**src/rtl/mem_arb_pkg.sv**
```systemverilog
// mem_arb_pkg: shared FSM state type and default sizing for the two-port memory arbiter
package mem_arb_pkg;
    localparam int DEF_ADDR_W = 32;
    localparam int DEF_DATA_W = 32;
    localparam int DEF_DEPTH  = 32;

    typedef enum logic [1:0] {IDLE, ISSUE, RESP} state_t;
endpackage

```
**src/rtl/mem_arbiter_if.sv**
```systemverilog
// mem_arbiter_if: requester and memory bus bundle for mem_arbiter
//   reqN/weN/addrN/wdataN : requester N command (held until ackN)
//   ackN/errN/rdataN      : requester N one-cycle completion, range error, read data
//   mem_*                 : single-cycle memory strobe interface
//   busy                  : arbiter not idle
interface mem_arbiter_if import mem_arb_pkg::*; #(
    parameter int ADDR_W = DEF_ADDR_W,
    parameter int DATA_W = DEF_DATA_W
) ();
    logic              req0, we0, ack0, err0;
    logic [ADDR_W-1:0] addr0;
    logic [DATA_W-1:0] wdata0, rdata0;
    logic              req1, we1, ack1, err1;
    logic [ADDR_W-1:0] addr1;
    logic [DATA_W-1:0] wdata1, rdata1;
    logic [ADDR_W-1:0] mem_address;
    logic [DATA_W-1:0] mem_writedata, mem_readdata;
    logic              mem_memread, mem_memwrite;
    logic              busy;

    modport slave (
        input  req0, we0, addr0, wdata0, req1, we1, addr1, wdata1, mem_readdata,
        output ack0, err0, rdata0, ack1, err1, rdata1,
        output mem_address, mem_writedata, mem_memread, mem_memwrite, busy
    );

    modport master (
        output req0, we0, addr0, wdata0, req1, we1, addr1, wdata1, mem_readdata,
        input  ack0, err0, rdata0, ack1, err1, rdata1,
        input  mem_address, mem_writedata, mem_memread, mem_memwrite, busy
    );
endinterface

```
**src/rtl/rr_pick2.sv**
```systemverilog
// rr_pick2: two-way round-robin grant decision
//   req0/req1  : pending requests
//   last_grant : port granted on the previous tie
//   grant      : chosen port index, valid when any request is pending
module rr_pick2 (
    input  logic req0,
    input  logic req1,
    input  logic last_grant,
    output logic grant,
    output logic valid
);
    always_comb begin
        valid = req0 | req1;
        grant = (req0 && req1) ? ~last_grant : req1;
    end
endmodule

```
**src/rtl/mem_arbiter.sv**
```systemverilog
// mem_arbiter: round-robin arbiter sharing one memory between two requesters
//   clock   : single clock, all state changes on posedge
//   reset_n : asynchronous active-low reset
//   bus     : requester ports 0/1 plus memory strobe side (mem_arbiter_if.slave)
module mem_arbiter import mem_arb_pkg::*; #(
    parameter int ADDR_W = DEF_ADDR_W,
    parameter int DATA_W = DEF_DATA_W,
    parameter int DEPTH  = DEF_DEPTH
) (
    input  logic          clock,
    input  logic          reset_n,
    mem_arbiter_if.slave  bus
);
    // One extra bit so 4*DEPTH never wraps for narrow address widths
    localparam logic [ADDR_W:0] LIMIT = (ADDR_W+1)'(4 * DEPTH);

    state_t            state;
    logic              last_grant, gnt, we_q, oor_q;
    logic              pick, pick_valid;
    logic              sel_we, sel_oor;
    logic [ADDR_W-1:0] sel_addr;
    logic [DATA_W-1:0] sel_wdata;

    rr_pick2 u_pick (
        .req0       (bus.req0),
        .req1       (bus.req1),
        .last_grant (last_grant),
        .grant      (pick),
        .valid      (pick_valid)
    );

    always_comb begin
        sel_we    = pick ? bus.we1 : bus.we0;
        sel_addr  = pick ? bus.addr1 : bus.addr0;
        sel_wdata = pick ? bus.wdata1 : bus.wdata0;
        sel_oor   = {1'b0, sel_addr} >= LIMIT;
    end

    always_ff @(posedge clock or negedge reset_n) begin
        if (!reset_n) begin
            state             <= IDLE;
            last_grant        <= 1'b1;
            gnt               <= 1'b0;
            we_q              <= 1'b0;
            oor_q             <= 1'b0;
            bus.mem_address   <= '0;
            bus.mem_writedata <= '0;
            bus.mem_memread   <= 1'b0;
            bus.mem_memwrite  <= 1'b0;
            bus.ack0          <= 1'b0;
            bus.ack1          <= 1'b0;
            bus.err0          <= 1'b0;
            bus.err1          <= 1'b0;
            bus.rdata0        <= '0;
            bus.rdata1        <= '0;
            bus.busy          <= 1'b0;
        end else begin
            // Response outputs are single-cycle pulses; RESP entry re-raises them
            bus.ack0   <= 1'b0;
            bus.ack1   <= 1'b0;
            bus.err0   <= 1'b0;
            bus.err1   <= 1'b0;
            bus.rdata0 <= '0;
            bus.rdata1 <= '0;
            case (state)
                IDLE: begin
                    if (pick_valid) begin
                        state             <= ISSUE;
                        bus.busy          <= 1'b1;
                        gnt               <= pick;
                        if (bus.req0 && bus.req1) last_grant <= pick;
                        we_q              <= sel_we;
                        oor_q             <= sel_oor;
                        bus.mem_address   <= sel_addr;
                        bus.mem_writedata <= sel_wdata;
                        bus.mem_memread   <= !sel_we && !sel_oor;
                        bus.mem_memwrite  <= sel_we && !sel_oor;
                    end
                end
                ISSUE: begin
                    state            <= RESP;
                    bus.mem_memread  <= 1'b0;
                    bus.mem_memwrite <= 1'b0;
                    bus.ack0         <= !gnt;
                    bus.ack1         <= gnt;
                    bus.err0         <= !gnt && oor_q;
                    bus.err1         <= gnt && oor_q;
                    // Memory read data is combinational on mem_address during ISSUE
                    bus.rdata0       <= (!gnt && !we_q && !oor_q) ? bus.mem_readdata : '0;
                    bus.rdata1       <= (gnt && !we_q && !oor_q) ? bus.mem_readdata : '0;
                end
                RESP: begin
                    state    <= IDLE;
                    bus.busy <= 1'b0;
                end
                default: state <= IDLE;
            endcase
        end
    end
endmodule

```
**src/flat_wrapper.sv**
```systemverilog
// flat-port wrapper written by rule: the top's interface ports become plain ports
module mem_arbiter_flat import mem_arb_pkg::*;
#(
    parameter int ADDR_W = DEF_ADDR_W,
    parameter int DATA_W = DEF_DATA_W,
    parameter int DEPTH  = DEF_DEPTH
)
  (clock, reset_n, bus_req0, bus_we0, bus_addr0, bus_wdata0, bus_req1, bus_we1, bus_addr1, bus_wdata1, bus_mem_readdata, bus_ack0, bus_err0, bus_rdata0, bus_ack1, bus_err1, bus_rdata1, bus_mem_address, bus_mem_writedata, bus_mem_memread, bus_mem_memwrite, bus_busy);
  mem_arbiter_if #(.ADDR_W(ADDR_W), .DATA_W(DATA_W)) bus_i ();
  input  logic clock;
  input  logic reset_n;
  input wire logic [$bits(bus_i.req0)-1:0] bus_req0;
  input wire logic [$bits(bus_i.we0)-1:0] bus_we0;
  input wire logic [$bits(bus_i.addr0)-1:0] bus_addr0;
  input wire logic [$bits(bus_i.wdata0)-1:0] bus_wdata0;
  input wire logic [$bits(bus_i.req1)-1:0] bus_req1;
  input wire logic [$bits(bus_i.we1)-1:0] bus_we1;
  input wire logic [$bits(bus_i.addr1)-1:0] bus_addr1;
  input wire logic [$bits(bus_i.wdata1)-1:0] bus_wdata1;
  input wire logic [$bits(bus_i.mem_readdata)-1:0] bus_mem_readdata;
  output wire logic [$bits(bus_i.ack0)-1:0] bus_ack0;
  output wire logic [$bits(bus_i.err0)-1:0] bus_err0;
  output wire logic [$bits(bus_i.rdata0)-1:0] bus_rdata0;
  output wire logic [$bits(bus_i.ack1)-1:0] bus_ack1;
  output wire logic [$bits(bus_i.err1)-1:0] bus_err1;
  output wire logic [$bits(bus_i.rdata1)-1:0] bus_rdata1;
  output wire logic [$bits(bus_i.mem_address)-1:0] bus_mem_address;
  output wire logic [$bits(bus_i.mem_writedata)-1:0] bus_mem_writedata;
  output wire logic [$bits(bus_i.mem_memread)-1:0] bus_mem_memread;
  output wire logic [$bits(bus_i.mem_memwrite)-1:0] bus_mem_memwrite;
  output wire logic [$bits(bus_i.busy)-1:0] bus_busy;
  assign bus_i.req0 = bus_req0;
  assign bus_i.we0 = bus_we0;
  assign bus_i.addr0 = bus_addr0;
  assign bus_i.wdata0 = bus_wdata0;
  assign bus_i.req1 = bus_req1;
  assign bus_i.we1 = bus_we1;
  assign bus_i.addr1 = bus_addr1;
  assign bus_i.wdata1 = bus_wdata1;
  assign bus_i.mem_readdata = bus_mem_readdata;
  assign bus_ack0 = bus_i.ack0;
  assign bus_err0 = bus_i.err0;
  assign bus_rdata0 = bus_i.rdata0;
  assign bus_ack1 = bus_i.ack1;
  assign bus_err1 = bus_i.err1;
  assign bus_rdata1 = bus_i.rdata1;
  assign bus_mem_address = bus_i.mem_address;
  assign bus_mem_writedata = bus_i.mem_writedata;
  assign bus_mem_memread = bus_i.mem_memread;
  assign bus_mem_memwrite = bus_i.mem_memwrite;
  assign bus_busy = bus_i.busy;
  mem_arbiter #(.ADDR_W(ADDR_W), .DATA_W(DATA_W), .DEPTH(DEPTH)) u_core (.clock(clock), .reset_n(reset_n), .bus(bus_i));
endmodule
```
**config.mk**
```make
export PLATFORM = sky130hd
export DESIGN_NAME = mem_arbiter_flat
export DESIGN_NICKNAME = d
export VERILOG_FILES = /design/src/rtl/mem_arb_pkg.sv /design/src/rtl/mem_arbiter_if.sv /design/src/rtl/rr_pick2.sv /design/src/rtl/mem_arbiter.sv /design/src/flat_wrapper.sv
export SDC_FILE = /design/constraint.sdc
export NUM_CORES = 1
export LEC_CHECK = 0
export ABC_AREA = 0
export CAP_MARGIN = 10
export CORE_MARGIN = 1.5
export CORE_UTILIZATION = 42
export CTS_CLUSTER_DIAMETER = 80
export CTS_CLUSTER_SIZE = 14
export DETAILED_ROUTE_END_ITERATION = 8
export HOLD_SLACK_MARGIN = 0.03
export PLACE_DENSITY_LB_ADDON = 0.08
export RECOVER_POWER = 25
export SLEW_MARGIN = 30
export SYNTH_ARGS = -nofsm -noshare
export SYNTH_HDL_FRONTEND = slang
export SYNTH_HIERARCHICAL = 1
export SYNTH_SLANG_ARGS = --single-unit
```
**constraint.sdc**
```tcl
create_clock -name clock -period 4.6 [get_ports clock]
set_input_delay 0.46 -clock clock [delete_from_list [all_inputs] [get_ports clock]]
set_output_delay 0.46 -clock clock [all_outputs]
set_load 0.01 [all_outputs]
```
## Word-level counts from Yosys, hierarchy flattened

Cells that the tools add are included.

- Logic and storage cells: 63
- Output and inout port bits: 135
- Register bits: 141
- Input port bits: 166

- Eq/ne operators: 3
- Multiplexer cells: 20
- $lt $le $gt $ge: 1
- Reductions and logical operators: 21
- Bitwise gates (word level): 2

Operators by type and width:

| operator | number |
|---|---|
| two-way mux 32 bit | 6 |
| >= comparator 32 x 8 -> 1 bit, second input constant | 1 |
| logical AND 1 bit | 9 |
| two-way mux 1 bit | 9 |
| case mux 1 bit (2 select lines) | 3 |
| AND reduction 2 bit | 3 |
| logical NOT 1 bit | 5 |
| case mux 2 bit (2 select lines) | 1 |
| nonzero test 2 bit | 2 |
| AND reduction 3 bit | 1 |
| == test 2 x 1 -> 1 bit, second input constant | 1 |
| == test 2 bit, second input constant | 1 |
| logical NOT 2 bit | 1 |
| two-way mux 2 bit | 1 |
| inequality test 2 x 1 -> 1 bit, second input constant | 1 |
| NOT 1 bit | 1 |
| OR 1 bit | 1 |

## Depth between registers and ports, before layout

- Word-level depth: 8
- Gate-level depth with buffers: 7

## Modules after synthesis

Netlist, hierarchy kept.

Modules (own cells, without submodules):

| module | cells an instance | instances | area an instance (µm²) |
|---|---|---|---|
| mem_arbiter | 481 | 1 | 5,557.8 |
| rr_pick2 | 2 | 1 | 13.8 |

## Worst setup path before layout

Ideal clock, no wire load.

- Path type: input -> register
- Start: in bus_req1
- End: reg u_core.bus.mem_memwrite
- Data arrival time: 1,872 ps
- Library setup time: 95 ps
- Setup slack: 2,633 ps
- Stages on the path: 6
- Buffers on the path: 1
- Cells stage by stage: a21boi_1 -> buf_4 -> or4b_1 -> o22a_1 -> a221o_1 -> o31ai_1

- Cells in the longest elaborated chain, start to end: 8
- Elaborated cells on any way between the ends: 12

RTL lines:

| item | line | source |
|---|---|---|
| from (decl) | flat_wrapper.sv:16 | `input wire logic [$bits(bus_i.req1)-1:0] bus_req1;` |
| logical AND 1 bit | rr_pick2.sv:14 | `grant = (req0 && req1) ? ~last_grant : req1;` |
| two-way mux 1 bit | rr_pick2.sv:14 |  |
| two-way mux 32 bit | mem_arbiter.sv:34 | `sel_addr = pick ? bus.addr1 : bus.addr0;` |
| >= comparator 32 x 8 -> 1 bit | mem_arbiter.sv:36 | `sel_oor = {1'b0, sel_addr} >= LIMIT;` |
| logical NOT 1 bit | mem_arbiter.sv:77 | `bus.mem_memwrite <= sel_we && !sel_oor;` |
| logical AND 1 bit | mem_arbiter.sv:77 |  |
| two-way mux 1 bit | mem_arbiter.sv:67 | `if (pick_valid) begin` |
| case mux 1 bit (2 select lines) | mem_arbiter.sv:65 | `case (state)` |
| to (signal assigned) | mem_arbiter.sv:77 |  |
| to (decl) | mem_arbiter_if.sv:24 | `output mem_address, mem_writedata, mem_memread, mem_memwrite, busy` |

Parallel ways exist; a longest one is shown, timed or not. The select of a mux whose other input is x is not followed.
A chain may end at the register's enable or synchronous reset.

==> impl_summary.log <==
INFO  metric cpMaxStageDelayCell = clkbuf_2
INFO  metric power_frac_comb = 0.354
INFO  metric tritoncts_num_sinks = 141
INFO  metric initial_core_util = 0.436
INFO  metric cts-root-to-sink-buffers = 2
INFO  metric critical_path_required = 5.12 ns
INFO  metric fmax = 402 MHz
INFO  metric post_cts_gate_resize_count = 0
INFO  metric crit_path_max_fanout = 111
INFO  metric setup_viol = 0
INFO  metric syn2layout_area_growth = 68.0%
INFO  metric multi_input_comb_area = 1920 µm²
INFO  metric antenna_cells_inserted = 0
INFO  metric post_synth_instance_area = 5570 µm²
INFO  metric drt_wl_total = 15900 µm
INFO  metric switching_power = 1.50 mW
INFO  metric detailed_place_hpwl = 12000 µm
INFO  metric max_cap_viol_count = 1
INFO  metric layout.filler_cells = 907
INFO  metric sw_frac = 0.310
INFO  metric cells_traversed_along_the_worst_timing_path = clkbuf_2 -> buf_4
INFO  metric clock_power_share = 0.285
INFO  metric synth_top_cell_by_area = dfrtp_1
INFO  metric worst_ir_drop_vdd = 272 µV
INFO  metric grt_setup_unrepaired = no
INFO  metric synth_sequential_area_ratio = 0.634
INFO  metric io_pins = 301
INFO  metric first_pass_iters = 4
INFO  metric pwr-share-seq = 0.361
INFO  metric synth-seq-cells = 141
INFO  metric cts_buffers = 17
INFO  metric ant_nets = 0
INFO  metric status = finished with violations
INFO  metric fin_skew = 0.0122 ns
INFO  metric gp_congestion = 0.783
INFO  metric vias_in_the_first_global_route = 4807
INFO  metric slew_viol_final = 112
INFO  metric worstMarginPinSlew = 2.66 ns
INFO  metric final_net_count = 940
INFO  metric drc = 0
INFO  metric count_of_buffer_and_inverter_cells_on_the_critical_path = 2
INFO  metric internal = 3.34 mW
INFO  metric cts-hold-fix-buffers = 0
INFO  metric placement.cell_area = 8730 µm²
INFO  metric layout_worst_path_cycle_share = 0.540
INFO  metric crit_arrival = 3.01 ns
INFO  metric cts_tree = yes
INFO  metric timing.critical_path.max_delay_family = buffers and inverters
INFO  metric power_density = 518 nW/µm²
INFO  metric grt_usage = 0.228
INFO  metric port_buffers = 300
INFO  metric drt-wirelength-per-cell = 16.6 µm
INFO  metric leakage = 4.35 nW
INFO  metric worst_path_largest_cell_delay = 1.85 ns
INFO  metric num_vias = 4760
INFO  metric power.total = 4.84 mW
INFO  metric crit_path_end_kind = asynchronous set/reset pin
INFO  metric setup_ws = 2.12 ns
INFO  metric worst-setup-path-type = in2async
INFO  metric worst_setup_path_start_kind = input port
INFO  metric total_grt_overflow = 0
INFO  metric share_of_layout_cells_above_drive_strength_1 = 0.0572
INFO  metric chipWidth = 118 µm
INFO  metric dp_worst_slack = 1.72 ns
INFO  metric failing_checks = capacitance limit, slew limit
INFO  metric synth_top_cell_area_share = 0.629
INFO  metric grt_start_max_net_pins = 112
INFO  metric synthesis.area_per_instance = 11.5 µm²
INFO  metric mappedNetlistNets = 649
INFO  metric final-seq-area = 3530 µm²
INFO  metric finalCriticalPeriod = 2.48 ns
INFO  metric clk_pin_slew = 0.05 ns
INFO  metric postCtsSetupBuffers = 0
INFO  metric slew_headroom = -0.771
INFO  metric post_synth_num_cell_types = 32
INFO  metric gate_count_post_synth = 483
INFO  metric core_area = 12800 µm²
INFO  metric number_of_antenna_violations_at_the_first_check_in_global_routing = 0
INFO  metric synth-edff-count = 0
INFO  metric clk_latency = 0.40 ns
INFO  metric finalHoldViolations = 0
INFO  metric final_core_util = 0.733
INFO  metric postSynth.asyncResetShare = 1.00
INFO  metric postSynth.topFlopCell = dfrtp_1
INFO  metric dieArea = 14000 µm²
INFO  metric dieHeight = 118 µm
INFO  metric detail_route.vias_per_cell = 4.96
INFO  metric post-synth-top-count-cell = dfrtp_1
INFO  metric synth.top_cells.by_count = 140 x dfrtp_1, 71 x nand2_1, 65 x and3_1, 65 x o21ai_1, 64 x mux2i_1
INFO  metric totalNegativeSetupSlack = 0 ns
INFO  metric synth.yosys.warnings = 6
INFO  metric timing.hold.worst.class = reg2reg
INFO  metric synthTopCellsByArea = dfrtp_1 63%, mux2i_1 11%, and3_1 7.3%
INFO  metric final_cell_area = 9360 µm²
INFO  metric finalNonFillerCells = 959
INFO  metric hold_slack = 0.478 ns
INFO  metric num_rows = 41
INFO  metric clk_root_buf = clkbuf_16
INFO  metric first_pass_grt_wire_length = 24600 µm
INFO  metric detail_route.iter0.violations = 298
INFO  metric dp_cells = 926
INFO  metric htreeDepth = 4
-- layout by cell type, fill, tap and decap left out, types with 2 or more instances in the layout --
cell type and count:
clkbuf_8 3, a21oi_1 2, mux2i_1 64, bufinv_16 3
clkinv_4 2, inv_1 2, nor3_1 4, dfrtp_1 140
o22a_1 2, o21ai_1 65, clkinv_2 3, clkbuf_16 17
and3_1 65, clkdlybuf4s50_1 299, nor4_1 7, nand3_1 2
clkinvlp_4 2, clkbuf_1 2, buf_4 6, nand2_1 71
nand4_1 2, nor2_1 4, and2_1 2
-- state kept, by name (all words and copies together) (netlist names), 2 cells and up --
name and count:
u_core/bus.mem_writedata 32, u_core/state 2, u_core/bus.mem_address 32, u_core/bus.rdata0 32, u_core/bus.rdata1 32
-- area by class of cell --
class / instances / share of cell area
tap: 172 / 0.0230
multi-input combinational: 304 / 0.205
sequential: 141 / 0.377
clock buffer: 22 / 0.0507
inverter: 3 / 0.00120
clock inverter: 10 / 0.0147
timing repair buffer: 307 / 0.328
-- routing by layer --
| metal | share of wire | global-route usage |
|---|---|---|
| met3 | 0.075 | 0.0681 |
| met2 | 0.51 | 0.402 |
| met5 | 0 | 0 |
| met4 | 0.033 | 0.102 |
| met1 | 0.38 | 0.253 |
-- power by group through the flow --
stage,clock [mW],combinational [mW],sequential [mW]
floorplan,0,0.615,1.88
global placement,0,1.66,1.75
detailed placement,0,1.70,1.76
CTS,1.40,1.70,1.75
global route,1.47,1.84,1.79
finish,1.38,1.72,1.75
-- worst paths after layout --
kind                                                           from  slack [ns]  cells after the start                                        to
min in group asynchronous                                   reset_n        0.89                      1           u_core/bus.rdata0[27]$_DFF_PN0_
min reg2reg                u_core/bus.mem_writedata[26]$_DFFE_PN0P_        0.48                      2  u_core/bus.mem_writedata[26]$_DFFE_PN0P_
min                        u_core/bus.mem_writedata[26]$_DFFE_PN0P_        0.48                      2  u_core/bus.mem_writedata[26]$_DFFE_PN0P_
max reg2reg                           u_core/last_grant$_DFFE_PN1P_        2.30                      6       u_core/bus.mem_memwrite$_DFFE_PN0P_
max                                                         reset_n        2.12                      2                 u_core/bus.ack0$_DFF_PN0_
max in group clock                                         bus_req0        2.16                      5     u_core/bus.mem_address[4]$_DFFE_PN0P_
-- cells by family (layout without fill, tap and decap cells) --
family,Yosys count,count (layout),synth area share
flops,141,141,0.634
simple gates,166,166,0.153
compound gates,73,73,0.0692
mux,65,65,0.117
buf+inv,38,342,0.0272
Note: power is estimated with default switching activity, not from simulation.
